<file path="src/rtl/sipo_deserializer.sv">
// -----------------------------------------------------------------------------
// sipo_deserializer
//   Serial-in/parallel-out front end. Serial bits accepted on ser_valid are
//   collected into WIDTH-bit words; each completed word is presented through a
//   one-entry valid/ready output register feeding the parallel register stage.
//
// Parameters
//   WIDTH      word width in bits (>= 2)
//   MSB_FIRST  1: first received bit lands in out_data[WIDTH-1]
//              0: first received bit lands in out_data[0]
//
// Ports
//   clk        rising-edge clock
//   reset      synchronous, active-high reset
//   ser_in     serial data bit, sampled only when ser_valid=1
//   ser_valid  qualifies ser_in
//   align      discards the partial word; next accepted bit is bit 0 of a word
//   out_data   completed word, valid while out_valid=1
//   out_valid  output register holds an unconsumed word
//   out_ready  consumer accepts the word when out_valid & out_ready
//   bit_count  bits collected in the current partial word (0..WIDTH-1)
//   overrun    sticky flag: a completed word was dropped (cleared by reset only)
// -----------------------------------------------------------------------------
module sipo_deserializer #(
  parameter int WIDTH     = 8,
  parameter bit MSB_FIRST = 1'b1,
  localparam int CNT_W    = $clog2(WIDTH)
) (
  input  logic             clk,
  input  logic             reset,
  input  logic             ser_in,
  input  logic             ser_valid,
  input  logic             align,
  output logic [WIDTH-1:0] out_data,
  output logic             out_valid,
  input  logic             out_ready,
  output logic [CNT_W-1:0] bit_count,
  output logic             overrun
);

  localparam logic [CNT_W-1:0] CNT_MAX = CNT_W'(WIDTH - 1);
  localparam logic [CNT_W-1:0] CNT_ONE = CNT_W'(1);

  logic [WIDTH-1:0] sh_r;
  logic [CNT_W-1:0] cnt_r;
  logic [WIDTH-1:0] out_data_r;
  logic             out_valid_r;
  logic             overrun_r;

  logic [WIDTH-1:0] base_s;
  logic [WIDTH-1:0] shifted_s;
  logic             complete_s;
  logic             load_s;
  logic             drop_s;

  // Shift datapath and word-completion / output-load decisions.
  always_comb begin
    base_s     = sh_r;
    shifted_s  = sh_r;
    complete_s = 1'b0;
    load_s     = 1'b0;
    drop_s     = 1'b0;

    // align throws away the partial word before the current bit is merged,
    // so a bit arriving with align becomes bit 0 of a fresh word.
    if (align) begin
      base_s = '0;
    end else begin
      base_s = sh_r;
    end

    if (MSB_FIRST) begin
      shifted_s = {base_s[WIDTH-2:0], ser_in};
    end else begin
      shifted_s = {ser_in, base_s[WIDTH-1:1]};
    end

    // shifted_s already contains the current bit, so it is the full candidate.
    complete_s = ser_valid & ~align & (cnt_r == CNT_MAX);
    load_s     = complete_s & (~out_valid_r | out_ready);
    drop_s     = complete_s & out_valid_r & ~out_ready;
  end

  // Shift register: moves only on accepted bits, cleared by align.
  always_ff @(posedge clk) begin
    if (reset) begin
      sh_r <= '0;
    end else if (ser_valid) begin
      sh_r <= shifted_s;
    end else if (align) begin
      sh_r <= '0;
    end else begin
      sh_r <= sh_r;
    end
  end

  // Bit counter: wraps on word completion, restarts on align.
  always_ff @(posedge clk) begin
    if (reset) begin
      cnt_r <= '0;
    end else if (align) begin
      cnt_r <= ser_valid ? CNT_ONE : '0;
    end else if (ser_valid) begin
      cnt_r <= (cnt_r == CNT_MAX) ? '0 : (cnt_r + CNT_ONE);
    end else begin
      cnt_r <= cnt_r;
    end
  end

  // Output holding register: a completion consumed in the same cycle as a
  // handshake replaces the held word and keeps out_valid high.
  always_ff @(posedge clk) begin
    if (reset) begin
      out_data_r  <= '0;
      out_valid_r <= 1'b0;
    end else if (load_s) begin
      out_data_r  <= shifted_s;
      out_valid_r <= 1'b1;
    end else if (out_valid_r && out_ready) begin
      out_data_r  <= out_data_r;
      out_valid_r <= 1'b0;
    end else begin
      out_data_r  <= out_data_r;
      out_valid_r <= out_valid_r;
    end
  end

  // Sticky overrun flag: set when a completed word finds the register full.
  always_ff @(posedge clk) begin
    if (reset) begin
      overrun_r <= 1'b0;
    end else if (drop_s) begin
      overrun_r <= 1'b1;
    end else begin
      overrun_r <= overrun_r;
    end
  end

  assign out_data  = out_data_r;
  assign out_valid = out_valid_r;
  assign bit_count = cnt_r;
  assign overrun   = overrun_r;

endmodule

</file>
<file path="config.mk">
export PLATFORM = sky130hd
export DESIGN_NAME = sipo_deserializer
export DESIGN_NICKNAME = d
export VERILOG_FILES = /design/src/rtl/sipo_deserializer.sv
export SDC_FILE = /design/constraint.sdc
export NUM_CORES = 1
export LEC_CHECK = 0
export ABC_AREA = 0
export ABC_CLOCK_PERIOD_IN_PS = 2350
export BUFFER_PORTS_ARGS = -buffer_cell sky130_fd_sc_hd__buf_2
export CORE_UTILIZATION = 53
export DETAILED_ROUTE_END_ITERATION = 16
export PLACE_DENSITY = 0.79
export SYNTH_ARGS = -nofsm -noshare
export SYNTH_HDL_FRONTEND = slang
export SYNTH_SLANG_ARGS = --single-unit
</file>
<file path="constraint.sdc">
create_clock -name clk -period 2.35 [get_ports clk]
set_input_delay 0.235 -clock clk [delete_from_list [all_inputs] [get_ports clk]]
set_output_delay 0.235 -clock clk [all_outputs]
set_load 0.1 [all_outputs]
</file>
After elaboration in Yosys (flattened, before gate mapping)
Cells that the tools add are included.
- flip-flop bits (word level): 20
- add/sub/neg operators: 1
- eq/ne operators: 1
- muxes and demuxes: 8
- bitwise operators: 9
- reduce and logical (&&, ||, !) cells: 3
- operators by type and width (cell ; count):
    2-to-1 mux 7 bit ; 2
    2-to-1 mux 3 bit ; 3
    AND 1 bit ; 5
    nonzero test 2 bit ; 2
    adder 3 x 1 -> 3 bit (second input constant) ; 1
    == test 3 bit (second input constant) ; 1
    2-to-1 mux 1 bit ; 3
    NOT 1 bit ; 3
    logical AND 1 bit ; 1
    bitwise OR 1 bit ; 1

Logic depth before layout (Yosys ltp)
Gate-level depths: netlist of the first run.
- depth after elaboration: 5
- mapped depth: 6
- mapped depth without buffers: 5

Least setup slack after synthesis of the first run
OpenSTA, ideal clock, no wires.
- path kind: register -> register
- start: register cnt_r[0] (netlist: bit_count[0])
- end: register out_data_r[2] (netlist: out_data[2])
- library setup time: 0.071 ns
- data arrival time: 1.908 ns
- required time: 2.279 ns
- path slack: 0.371 ns
- stages on the path, launching flop included: 7
- buffers on the path: 1
- clock period less this slack: 1.979 ns
- cell sequence: dfxtp_1 > ha_1 > ha_1 > and3b_1 > buf_4 > nand4b_1 > a21oi_1
- word-level cells in the longest chain between the ends: 3
- ends and longest elaborated chain (item ; line ; RTL):
    start, declared ; 45 ; logic [CNT_W-1:0] cnt_r;
    start signal, assigned ; 102 ; cnt_r <= ser_valid ? CNT_ONE : '0;
    start signal, assigned ; 104 ; cnt_r <= (cnt_r == CNT_MAX) ? '0 : (cnt_r + CNT_ONE);
    start signal, assigned ; 106 ; cnt_r <= cnt_r;
    == test 3 bit ; 79 ; complete_s = ser_valid & ~align & (cnt_r == CNT_MAX);
    AND 1 bit ; 79 ;
    AND 1 bit ; 80 ; load_s = complete_s & (~out_valid_r | out_ready);
    end signal, assigned ; 117 ; out_data_r <= shifted_s;
    end signal, assigned ; 120 ; out_data_r <= out_data_r;
    end signal, assigned ; 123 ; out_data_r <= out_data_r;
    end, declared ; 46 ; logic [WIDTH-1:0] out_data_r;
Every way passes these cells.
A chain may end at the register's enable or synchronous reset.

Final worst setup path of the first run
- start: register cnt_r[0] (netlist: bit_count[0])
- end: register out_data_r[7] (netlist: out_data[7])
Same word-level chain as after synthesis.

==> flow_summary.json, run 1 <==
{
  "slew_viol_final": 0,
  "area_growth_pct": 14.8,
  "yosys_warnings": 0,
  "rrSetupSlack_ns": 0.86,
  "rsz0062_at_grt": "false",
  "synth_top_area_cell": "dfxtp_1",
  "r2r-end": "out_data[7]$_SDFFE_PP0P_",
  "status": "complete, no violations",
  "layout_commonest_cell": "dfxtp_1",
  "tns_ns": 0,
  "maxCapViolations": 0,
  "crit_path_end": "out_data[7]$_SDFFE_PP0P_",
  "crit_type": "flop to flop",
  "port_buffers": 18,
  "holdCritPathClass": "input port to flop",
  "max_slew_margin": 0.655,
  "cts_tree": "yes",
  "syn_area_um2": 796,
  "postCtsSetupRepairBufs": 0,
  "synth_cell_types": 18,
  "crit_fanout": 9,
  "hold_violations": 0,
  "power.leakage_nw": 0.394,
  "dp_hpwl_mm": 1.07,
  "final_cell_mix": "20 x dfxtp_1, 18 x buf_2, 12 x a21oi_1, 12 x nor2_1, 9 x o21ai_0",
  "wl_per_cell_um": 12.8,
  "cp-startpoint": "bit_count[0]$_SDFFE_PP0P_",
  "final_net_count": 109,
  "insertion_delay_ns": 0.29,
  "peakVddDrop_v": 0.000422,
  "fp.dieW_um": 40.8,
  "num_io_pins": 19,
  "finalClockSkew_ns": 0.00244,
  "firstDrtPassIters": 4,
  "setup-violations-final": 0,
  "grtUsageTotal": 0.197,
  "vias": 646,
  "synth-seq-cells": 20,
  "min_period_over_period": 0.635,
  "core_area_um2": 1350,
  "numCtsBuffers": 3,
  "cp.arrival_ns": 1.72,
  "gp_congestion": 0.750,
  "drive_gt1_frac": 0.230,
  "antenna_left": 0,
  "crit-reg2reg-launch": "bit_count[0]$_SDFFE_PP0P_",
  "row_count": 13,
  "antenna_found_initial": 0,
  "worst_pin_slew_ns": 0.517,
  "htreeDepth": 1,
  "cp_slowest_stage_delay_ns": 0.38,
  "fin_crit_ns": 1.49,
  "fin_util": 0.677,
  "grt_max_degree": 15,
  "p_per_area_nw_per_um2": 627,
  "drc": 0,
  "via_per_inst": 5.62,
  "start_util": 0.589,
  "synth_cells": 84,
  "ff2ff_path_depth": 5,
  "crit_slowest_cell": "dfxtp_1",
  "max_freq_ghz": 0.670,
  "seq_area_frac_synth": 0.503,
  "syn_area_per_cell_um2": 9.47,
  "synth_top_cells_by_area": "dfxtp_1 50%, mux2i_1 10%, nand4b_1 7.7%",
  "synth_top_area_share": 0.503,
  "clk_pin_slew_ns": 0.10,
  "end_kind": "flop",
  "worstSetupStartpointType": "flop",
  "die-area_um2": 1660,
  "clkSinkCount": 20,
  "crit_required_ns": 2.57,
  "crit_chain": "ha_1 -> ha_1 -> and3b_1 -> nand4b_1 -> a21oi_1",
  "critical_path.most_common_cell": "ha_1",
  "grt_pass1_vias": 497,
  "cts_resized": 0,
  "cts.path.max_buffers": 2,
  "grt_pass1_wl_mm": 2.13,
  "die_y_um": 40.8,
  "wl_mm": 1.48,
  "root_buffer": "clkbuf_4",
  "diodes": 0,
  "first_iter_violations": 10,
  "synth_fp_nets": 92,
  "hold_buffers": 0,
  "overflow": 0
}
synth_stat cells:
master / count
and3b_1: 1
nand3_1: 1
clkbuf_1: 4
nand3b_1: 1
nand2_1: 1
ha_1: 2
dfxtp_1: 20
nor3b_1: 1
buf_4: 1
mux2i_1: 8
nor2_1: 12
a21oi_1: 12
or2_2: 1
nand4b_1: 7
o21ai_0: 9
buf_2: 1
nand2b_1: 1
nor2b_1: 1
critical path, delay by kind of cell, from the launching register on:
kind            cells  cell delay [ns]
compound gates      1             0.17
fa+ha+maj           2             0.37
flops               1             0.38
simple gates        2             0.50
through the flow:
step	std cells	instance area [µm²]	setup WS [ns]	hold WS, ns	power (mW)
floorplan	84	796	0.371	0.304	0.383
global placement	111	877	0.982	0.458	0.391
detailed placement	111	877	0.885	0.463	0.392
CTS	115	913	0.860	0.186	0.578
global route	115	913	0.756	0.212	0.594
finish	115	913	0.857	0.191	0.573
sequential cells by signal, summed over array words and instances, names as in the netlist:
name / cells
bit_count: 3
out_data: 8
out_valid: 1
overrun: 1
sh_r: 7
cell type report:
class / count / area (µm²)
fillers: 119 / 437
well taps: 15 / 18.8
flip-flops and latches: 20 / 400
multi-input cells: 58 / 368
clock buffers: 4 / 36.3
repair buffers: 18 / 90.1
layer usage:
metal	vias up	global-route usage	share of wire
met5	-	0	0
met4	0	0.0750	0.016
met3	4	0.0326	0.036
met2	14	0.325	0.47
met1	300	0.254	0.48
li1	328	-	-
worst min-delay path by stage:
stage,from,to,slack [ns],depth (start not counted)
after CTS,ser_in,sh_r[0]$_SDFF_PP0_,0.19,3
after detailed placement,overrun$_SDFFE_PP0P_,overrun$_SDFFE_PP0P_,0.46,2
final,ser_in,sh_r[0]$_SDFF_PP0_,0.19,3
after global routing,ser_in,out_data[0]$_SDFFE_PP0P_,0.21,3
after floorplan,reset,bit_count[0]$_SDFFE_PP0P_,0.30,1
after global placement,out_data[7]$_SDFFE_PP0P_,out_data[7]$_SDFFE_PP0P_,0.46,2
power breakdown:
group | switching [mW] | total, mW | internal (mW) | leakage (nW)
clock network | 0.0941 | 0.188 | 0.0943 | 0.0210
logic | 0.0274 | 0.0403 | 0.0129 | 0.212
registers | 0.00242 | 0.344 | 0.342 | 0.162
total | 0.124 | 0.573 | 0.449 | 0.394
cells by family (layout without fill, tap and decap cells):
kind of cell,after synthesis,after routing,share of synthesized area
simple gates,27,27,0.198
buf+inv,6,22,0.0346
mux,8,8,0.101
compound gates,21,21,0.132
flops,20,20,0.503
fa+ha+maj,2,2,0.0314
No activity file was read; power rests on OpenSTA's default activity.
==> run 2: changes to the inputs <==
Settings changed: ABC_AREA 0 to 1, ABC_CLOCK_PERIOD_IN_PS 2350 to 1500, CORE_UTILIZATION 53 to 50, PLACE_DENSITY 0.79 to 0.75.
Clock period 2.35 ns to 1.5 ns, I/O delays scaled along.
==> run 2 against run 1 <==
Compared with the run above: sequential share of layout area shrank 1.6 points; utilization shrank 3.5 points; design area grew 7.0%; critical endpoint is now bit_count[0]; largest cell class unchanged.
==> flow_summary.json, run 2 <==
{
  "insertion_delay_ns": 0.29,
  "wl_per_cell_um": 9.92,
  "cpLargestDelayFamily": "buffers and inverters",
  "synth_common_cells": "40 x nand2_1, 20 x dfxtp_1, 18 x nor2_1",
  "wl_mm": 1.42,
  "synth_fp_nets": 116,
  "die-area_um2": 1800,
  "worst_pin_slew_ns": 0.484,
  "grt_pass1_wl_mm": 2.53,
  "final_net_count": 136,
  "setup-violations-final": 0,
  "peakVddDrop_v": 0.000663,
  "cts_resized": 0,
  "dp_cells": 139,
  "area_growth_pct": 19.6,
  "hold_buffers": 0,
  "register_area_um2": 413,
  "numCtsBuffers": 3,
  "via_per_inst": 4.90,
  "cp_num_buf_inv": 1,
  "syn_area_um2": 817,
  "p_per_area_nw_per_um2": 947,
  "crit_slowest_cell": "buf_2",
  "root_buffer": "clkbuf_4",
  "fp.dieW_um": 42.4,
  "synth_ff_type": "dfxtp_1",
  "drc": 0,
  "yosys_warnings": 0,
  "cp_slowest_stage_delay_ns": 0.42,
  "port_buffers": 18,
  "maxCapViolations": 0,
  "dp_hpwl_mm": 1.04,
  "finalPower_mw": 0.926,
  "cts_tree": "yes",
  "core_area_um2": 1520,
  "vias": 700,
  "crit_fanout": 4,
  "htreeDepth": 1,
  "antenna_left": 0,
  "hold_violations": 0,
  "die_y_um": 42.4,
  "layout_commonest_cell": "nand2_1",
  "whs_ns": 0.0869,
  "synth_top_cells_by_area": "dfxtp_1 49%, nand2_1 18%, nor2_1 8.3%",
  "synth_top_area_cell": "dfxtp_1",
  "first_iter_violations": 12,
  "fin_crit_ns": 1.25,
  "synth_top_area_share": 0.490,
  "slew_viol_final": 0,
  "seq_area_frac_synth": 0.490,
  "max_freq_ghz": 0.800,
  "start_util": 0.536,
  "crit_required_ns": 1.35,
  "synth.most_common_cell": "nand2_1",
  "num_io_pins": 19,
  "synth_cell_types": 16,
  "min_period_over_period": 0.833,
  "crit_type": "flop to primary output",
  "end_kind": "primary output",
  "worstSetupStartpointType": "flop",
  "status": "complete, no violations",
  "final_cell_mix": "40 x nand2_1, 18 x nor2_1, 18 x buf_2, 16 x dfxtp_1, 11 x a21oi_1",
  "synth_edf_count": 0,
  "syn_area_per_cell_um2": 7.57,
  "antenna_found_initial": 0,
  "synth-seq-cells": 20,
  "synth_cells": 108,
  "power.leakage_nw": 0.432,
  "largest_reg_flops": 8,
  "row_count": 14,
  "crit_chain": "buf_2",
  "cts.path.max_buffers": 2,
  "grt_pass1_vias": 603,
  "gp_congestion": 0.814,
  "postCtsSetupRepairBufs": 0,
  "max_slew_margin": 0.680,
  "cp.arrival_ns": 1.10,
  "grt_max_degree": 18,
  "rsz0062_at_grt": "false",
  "stdcell_count": 143,
  "overflow": 0,
  "synthArstFlopShare": 0,
  "clkSinkCount": 20,
  "diodes": 0,
  "holdCritPathClass": "input port to flop",
  "drive_gt1_frac": 0.260,
  "clk_pin_slew_ns": 0.11,
  "fillerInstances": 152,
  "tns_ns": 0,
  "grtUsageTotal": 0.180,
  "multi_input_area_um2": 395,
  "firstDrtPassIters": 4,
  "finalClockSkew_ns": 0.000621
}
==> run 2: changes by cell type in the layout (fill, tap and decap cells not counted), sizes merged, moves of 6 or more <==
cell    delta
inv        +6
mux2i      -8
nand2     +39
nand4b     -7
nor2       +9
o21ai      -7
==> run 2: path summary, 6_finish.rpt <==
kind,startpoint,end,slack [ns],cells past startpoint
max,bit_count[0]$_SDFFE_PP0P_,bit_count[0],0.25,1
min,reset,bit_count[0]$_SDFFE_PP0P_,0.09,2
max reg2reg,bit_count[0]$_SDFFE_PP0P_,out_data[0]$_SDFFE_PP0P_,0.27,7
min reg2reg,overrun$_SDFFE_PP0P_,overrun$_SDFFE_PP0P_,0.45,2
==> run 2: routing by layer <==
metal | part of all wire | wire [µm] | track usage | vias to the layer above
met5 | 0 | 0 | 0 | -
met4 | 0.013 | 19 | 0.0563 | 0
met3 | 0.038 | 54 | 0.0388 | 4
met2 | 0.47 | 663 | 0.298 | 16
met1 | 0.48 | 681 | 0.232 | 304
li1 | - | - | - | 376
==> run 2: worst register-to-register path, cell delays in order (launching register included) <==
cell and delay, ns:
dfxtp_4 0.38, ha_4 0.13, ha_4 0.14, nand3_4 0.09
nor2_8 0.20, nand2_1 0.08, nand2_1 0.06, nor2_1 0.04
==> run 2: cells by family after synthesis <==
| group | count (synthesis) | synth area share |
|---|---|---|
| AND/OR/NAND/NOR | 63 | 0.334 |
| flip-flops | 20 | 0.490 |
| AO/OA/AOI/OAI | 14 | 0.0888 |
| buffers and inverters | 9 | 0.0567 |
| adder cells (fa/ha/maj) | 2 | 0.0306 |
==> run 2: layout make-up <==
cell class                 count  share of cell area
timing repair buffer          18              0.0922
clock buffer                   4              0.0371
tap                           16              0.0205
inverter                       6              0.0230
multi-input combinational     79               0.405
sequential                    20               0.423
==> run 2: per-stage QoR <==
step                      setup slack (ns)  instance area, µm²  utilization
after global routing                 0.133                 977        0.641
after CTS                            0.239                 977        0.641
after global placement               0.298                 941        0.617
after floorplan                     0.0372                 855            -
after detailed placement             0.275                 941        0.617
final                                0.251                 977        0.641
==> run 2: power by group <==
| group | internal (mW) | total [mW] | switching (mW) |
|---|---|---|---|
| clock network | 0.148 | 0.303 | 0.155 |
| registers | 0.537 | 0.544 | 0.00624 |
| logic | 0.0211 | 0.0792 | 0.0581 |
